==> config.mk <==
export PLATFORM = sky130hd
export DESIGN_NAME = conv33_weight_sender
export DESIGN_NICKNAME = d
export VERILOG_FILES = /design/src/rtl/conv33_pkg.sv /design/src/rtl/conv33_rd_pipe.sv /design/src/rtl/conv33_weight_sender.sv
export SDC_FILE = /design/constraint.sdc
export NUM_CORES = 1
export LEC_CHECK = 0
export CORE_AREA = 2 2 101 54
export CTS_CLUSTER_SIZE = 16
export DETAILED_ROUTE_END_ITERATION = 7
export DIE_AREA = 0 0 103 56
export PLACE_DENSITY = 0.72
export SKIP_LAST_GASP = 1
export SLEW_MARGIN = 20
export SYNTH_ARGS = -nofsm -noshare
export SYNTH_HDL_FRONTEND = slang
export SYNTH_SLANG_ARGS = --single-unit
==> constraint.sdc <==
create_clock -name clk -period 1.9 [get_ports clk]
set_input_delay 0.285 -clock clk [delete_from_list [all_inputs] [get_ports clk]]
set_output_delay 0.285 -clock clk [all_outputs]
set_load 0.005 [all_outputs]
==> src/rtl/conv33_pkg.sv <==
// Shared constants for the conv33 serial weight-load interface.
package conv33_pkg;
  localparam int KERNEL_TAPS = 9;
  localparam int TAP_CNT_W   = 4;

  localparam logic [1:0] IDLE     = 2'd0;
  localparam logic [1:0] STREAM   = 2'd1;
  localparam logic [1:0] WAIT_ACK = 2'd2;
endpackage

==> src/rtl/conv33_rd_pipe.sv <==
// Two-stage valid/data pipe: ROM read strobe -> data-valid -> start, ROM data -> data_out.
module conv33_rd_pipe #(
  parameter int DATA_WIDTH = 8
) (
  input  logic                  clk,
  input  logic                  rst,
  input  logic                  rd_en,
  input  logic [DATA_WIDTH-1:0] rd_data,
  output logic                  start,
  output logic [DATA_WIDTH-1:0] data_out
);
  logic [2:0] vld_pipe;

  assign vld_pipe[0] = rd_en;
  assign start       = vld_pipe[2];

  // vld_pipe[1] lines up with the sync-read ROM data, so it qualifies the capture
  always_ff @(posedge clk) begin
    if (rst) begin
      vld_pipe[2:1] <= '0;
      data_out      <= '0;
    end else begin
      vld_pipe[2:1] <= vld_pipe[1:0];
      data_out      <= vld_pipe[1] ? rd_data : '0;
    end
  end
endmodule

==> src/rtl/conv33_weight_sender.sv <==
// Streams the 9 taps of one kernel from the weight ROM to the conv33 loader and waits for its ack.
module conv33_weight_sender
  import conv33_pkg::*;
#(
  parameter int DATA_WIDTH  = 8,
  parameter int ADDR_W      = 10,
  parameter int KIDX_W      = 6,
  parameter int NUM_KERNELS = 64,
  parameter int ACK_TIMEOUT = 15
) (
  input  logic                  clk,
  input  logic                  rst,
  input  logic                  req,
  input  logic [KIDX_W-1:0]     kernel_sel,
  output logic                  busy,
  output logic                  done,
  output logic                  err,
  output logic                  mem_rd_en,
  output logic [ADDR_W-1:0]     mem_addr,
  input  logic [DATA_WIDTH-1:0] mem_rd_data,
  output logic                  start,
  output logic [DATA_WIDTH-1:0] data_out,
  input  logic                  weight_load
);
  localparam int TO_W = $clog2(ACK_TIMEOUT + 1);

  logic [1:0]           state, nstate;
  logic [ADDR_W-1:0]    base, k_ext, base_d, addr_d;
  logic [TAP_CNT_W-1:0] tap_cnt, out_cnt;
  logic [TO_W-1:0]      to_cnt;
  logic                 accept, reject, issue, last_start, ack, tmo;
  logic                 busy_d, done_d, err_d, rd_en_d;

  // kernel_sel*9 as shift-and-add, truncated to the ROM address width
  assign k_ext  = ADDR_W'(kernel_sel);
  assign base_d = (k_ext << 3) + k_ext;

  assign accept     = (state == IDLE) && req && (32'(kernel_sel) < NUM_KERNELS);
  assign reject     = (state == IDLE) && req && !(32'(kernel_sel) < NUM_KERNELS);
  assign issue      = (state == STREAM) && (tap_cnt < TAP_CNT_W'(KERNEL_TAPS));
  assign last_start = (state == STREAM) && start && (out_cnt == TAP_CNT_W'(KERNEL_TAPS - 1));
  assign ack        = (state == WAIT_ACK) && weight_load;
  assign tmo        = (state == WAIT_ACK) && !weight_load && (to_cnt == TO_W'(ACK_TIMEOUT - 1));

  always_ff @(posedge clk) begin
    if (rst) begin
      state   <= IDLE;
      base    <= '0;
      tap_cnt <= '0;
      out_cnt <= '0;
      to_cnt  <= '0;
    end else begin
      state <= nstate;
      // The first read is issued straight off the request, so the counter starts at 1
      if (accept) begin
        base    <= base_d;
        tap_cnt <= TAP_CNT_W'(1);
        out_cnt <= '0;
      end else begin
        if (issue) tap_cnt <= tap_cnt + 1'b1;
        if ((state == STREAM) && start) out_cnt <= out_cnt + 1'b1;
      end
      to_cnt <= (state == WAIT_ACK) ? to_cnt + 1'b1 : '0;
    end
  end

  always_comb begin
    nstate = state;
    case (state)
      IDLE:     if (accept) nstate = STREAM;
      STREAM:   if (last_start) nstate = WAIT_ACK;
      WAIT_ACK: if (ack || tmo) nstate = IDLE;
      default:  nstate = IDLE;
    endcase
  end

  always_comb begin
    busy_d  = (nstate != IDLE);
    done_d  = ack;
    err_d   = reject || tmo;
    rd_en_d = accept || issue;
    addr_d  = '0;
    if (accept)     addr_d = base_d;
    else if (issue) addr_d = base + ADDR_W'(tap_cnt);
  end

  always_ff @(posedge clk) begin
    if (rst) begin
      busy      <= 1'b0;
      done      <= 1'b0;
      err       <= 1'b0;
      mem_rd_en <= 1'b0;
      mem_addr  <= '0;
    end else begin
      busy      <= busy_d;
      done      <= done_d;
      err       <= err_d;
      mem_rd_en <= rd_en_d;
      mem_addr  <= addr_d;
    end
  end

  conv33_rd_pipe #(.DATA_WIDTH(DATA_WIDTH)) u_rd_pipe (
    .clk      (clk),
    .rst      (rst),
    .rd_en    (mem_rd_en),
    .rd_data  (mem_rd_data),
    .start    (start),
    .data_out (data_out)
  );
endmodule
==> metrics.csv <==
metric,value,unit
status,finished clean,
Synth warnings,0,
first-pass GRT wire length,7.80,mm
Synth Area in Compound Gates,15.8,%
WL/cell,13.3,um
Least-Margin Pin Slew,0.434,ns
I/O pins,41,
largest family of logic cells by synthesized area,simple AND/OR/NAND/NOR gates,
R2R Path End,mem_addr[6],
Post-synth EDFFs,0,
TritonCTS clock tree,built,
Crit. End Element,flip-flop,
H-tree depth,2,
die footprint,5770,um2
pwr dens,714,nW/um2
routability cong.,0.895,
M2 GR Usage,27.4,%
RSZ-0062 raised after global routing,true,
Worst Path Buf+Inv,1,
GR Layer Usage met1,22.6,%
crit path max-delay cell type,dfxtp_2,
post-route minimum period,1.85,ns
max_cap viols,0,
WS Path Type,reg2reg,
worst path cell trace,ha_2 > inv_1 > fa_2 > nand2b_4 > a2111oi_4 > xor2_1 > a22o_1,
"Power, Total",2.07,mW
mux cell area share after synthesis,1.89,%
Leak,1.20,nW
Hold EP,base[3],
Detailed Route WL,4.75,mm
met3 usage in global routing,4.77,%
XOR/XNOR Fraction of Synth Area,5.77,%
startpoint class of the critical path,flip-flop,
Place WS,-0.212,ns
Synth Area in Simple Gates,17.5,%
area grow syn2layout,36.5,%
fin util,60.2,%
Non-Filler Instances,357,
Synth Register Bits,48,
Worst Path Required,2.10,ns
R2R depth,7,
post-synth net total,256,
r2r setup slk,0.05,ns
clock-pin slew on the worst setup and hold paths,0.09,ns
vias per cell,5.06,
Die H,56,um
root buf cell,clkbuf_8,
Synth Flop Type,dfxtp_1,
final hold vios,0,
sequential cell area fraction in the yosys report,45.3,%
core area,4820,um2
syn avg cell area,9.52,um2
total grt overflow,0,
diode count,0,
share of cells above drive strength 1,15.0,%
clock sinks,48,
IO buf count,40,
slew margin rel.,71.0,%
Min-Delay Path Depth,2,
HP Class,reg2reg,
final net count,319,
f_max,541,MHz
Crit path largest cell delay,0.36,ns
Final Setup Violations,0,
total track usage,17.3,%
clock tree buffer depth,2,
Worst-Skew Late Latency,0.30,ns
antenna violations before repair,0,
HP Start,base[3],
drt first-iter violations,45,
Final period util,97.3,%
CP max FO,3,
Yosys cell types,40,
die boundary width,103,um
Vias,1805,
# hold bufs at CTS,0,
Peak VDD IR,0.364,mV
hpwl dp,3.59,mm
vias in the first global route,1746,
cell count after synthesis,223,
setup_tns,0,ns
DRT Pass-1 Iters,4,
final critical-path setup slack,0.0521,ns
Routed Antenna Nets,0,
CTS Buf Count,5,
Initial Util,44.1,%
reg2reg start,base[0],
DRC viols,0,
placed cell count,349,
fin. max-slew vios,0,
busiest grt layer,met2,
Top delay family on crit path,adder cells,
largest net degree at the start of global routing,17,
post-synthesis adder-cell area fraction,9.55,%
Post-synth ARST share,0,%
CP arrival,2.05,ns
mapped cell area,2120,um2
Post-Route Skew,0.00701,ns
std cell rows,18,
[logic make-up (layout without fill, tap and decap cells)]
group,after synthesis,after routing
mux,4,4
flops,48,48
buf+inv,23,87
compound gates,49,49
fa+ha+maj,15,15
simple gates,70,70
xor+xnor,14,14
[registers in the layout, indices dropped and copies added, names as in the netlist]
| name | count |
|---|---|
| base | 10 |
| busy | 1 |
| done | 1 |
| err | 1 |
| mem_addr | 10 |
| mem_rd_en | 1 |
| out_cnt | 4 |
| state | 2 |
| tap_cnt | 4 |
| to_cnt | 4 |
| u_rd_pipe.data_out | 8 |
| u_rd_pipe.start | 1 |
| u_rd_pipe.vld_pipe | 1 |
[power breakdown]
part | total, mW | internal [mW] | switching [mW]
Clock | 0.612 | 0.261 | 0.351
Combinational | 0.369 | 0.197 | 0.172
Sequential | 1.09 | 1.06 | 0.0319
[cell usage in the layout, fill, tap and decap left out, types with 2 or more instances in the layout]
cell type and count:
dfxtp_1 46, clkdlybuf4s50_1 40, buf_4 26, nor2_1 21, nand2_1 14, inv_1 13, ha_1 12, a21oi_1 10
and2_1 9, xnor2_1 8, o21ai_0 8, a211oi_1 6, a21o_1 5, a22o_1 5, nand2b_1 5, xor2_1 5
clkbuf_8 5, mux2i_1 4, nand3_1 4, nor2b_1 3, a2111oi_0 3, o22ai_1 2, nand4_1 2, o21a_1 2
a31oi_1 2, nor3_1 2, dfxtp_2 2, clkinvlp_4 2
[through the flow]
stage / hold slack, ns / area, um2
after floorplan: 0.362 / 2130
after global placement: 0.439 / 2780
after detailed placement: 0.452 / 2780
after CTS: 0.467 / 2890
after global routing: 0.486 / 2900
final: 0.466 / 2900
[worst register-to-register path, cell delays in order, from the launching register on]
cell	delay [ns]
dfxtp_2	0.36
ha_2	0.18
inv_1	0.05
fa_2	0.35
nand2b_4	0.17
a2111oi_4	0.31
xor2_1	0.11
a22o_1	0.22
[per-layer routing]
layer | vias up | share of wire [%]
li1 | 897 | -
met1 | 846 | 46
met2 | 50 | 46
met3 | 12 | 6.6
met4 | 0 | 1.6
met5 | - | 0
[how the worst max path moves through the flow]
stage	from	endpoint	slack (ns)	cells after the start
floorplan	tap_cnt[0]	mem_addr[6]	0.03	7
global placement	kernel_sel[0]	mem_addr[9]	-0.17	7
detailed placement	kernel_sel[0]	mem_addr[9]	-0.21	7
CTS	base[0]	mem_addr[6]	0.06	7
global route	base[0]	mem_addr[6]	-0.006	7
finish	base[0]	mem_addr[6]	0.05	7
[cell type report]
class / count / area [um2]
clock buffers: 5 / 68.8
flip-flops and latches: 48 / 963
inverters: 13 / 48.8
multi-input cells: 152 / 1110
fillers: 422 / 1920
clock inverters: 3 / 23.8
well taps: 70 / 87.6
repair buffers: 66 / 596
[synthesized netlist by cell type, types with 4 or more instances]
cell type / count / share of area [%]
a211oi_1: 6 / 2.1
xnor2_1: 9 / 3.7
o21ai_0: 8 / 1.9
inv_1: 13 / 2.3
dfxtp_1: 48 / 45
clkbuf_1: 7 / 1.2
a2111oi_0: 4 / 1.6
nand2_1: 14 / 2.5
ha_1: 13 / 7.7
nand3_1: 4 / 0.94
a22o_1: 5 / 2.1
and2_1: 9 / 2.7
nand2b_1: 6 / 1.8
a21o_1: 5 / 1.8
xor2_1: 5 / 2.1
mux2i_1: 4 / 1.9
a21oi_1: 10 / 2.4
nor2_1: 21 / 3.7
[timing repair]
item / CTS / global route
setup buffers: 0 / 0
hold endpoints to repair: 0 / 0
gates resized for setup: 4 / 1
setup endpoints to repair: 2 / 2
Note: power is estimated with default switching activity, not from simulation.
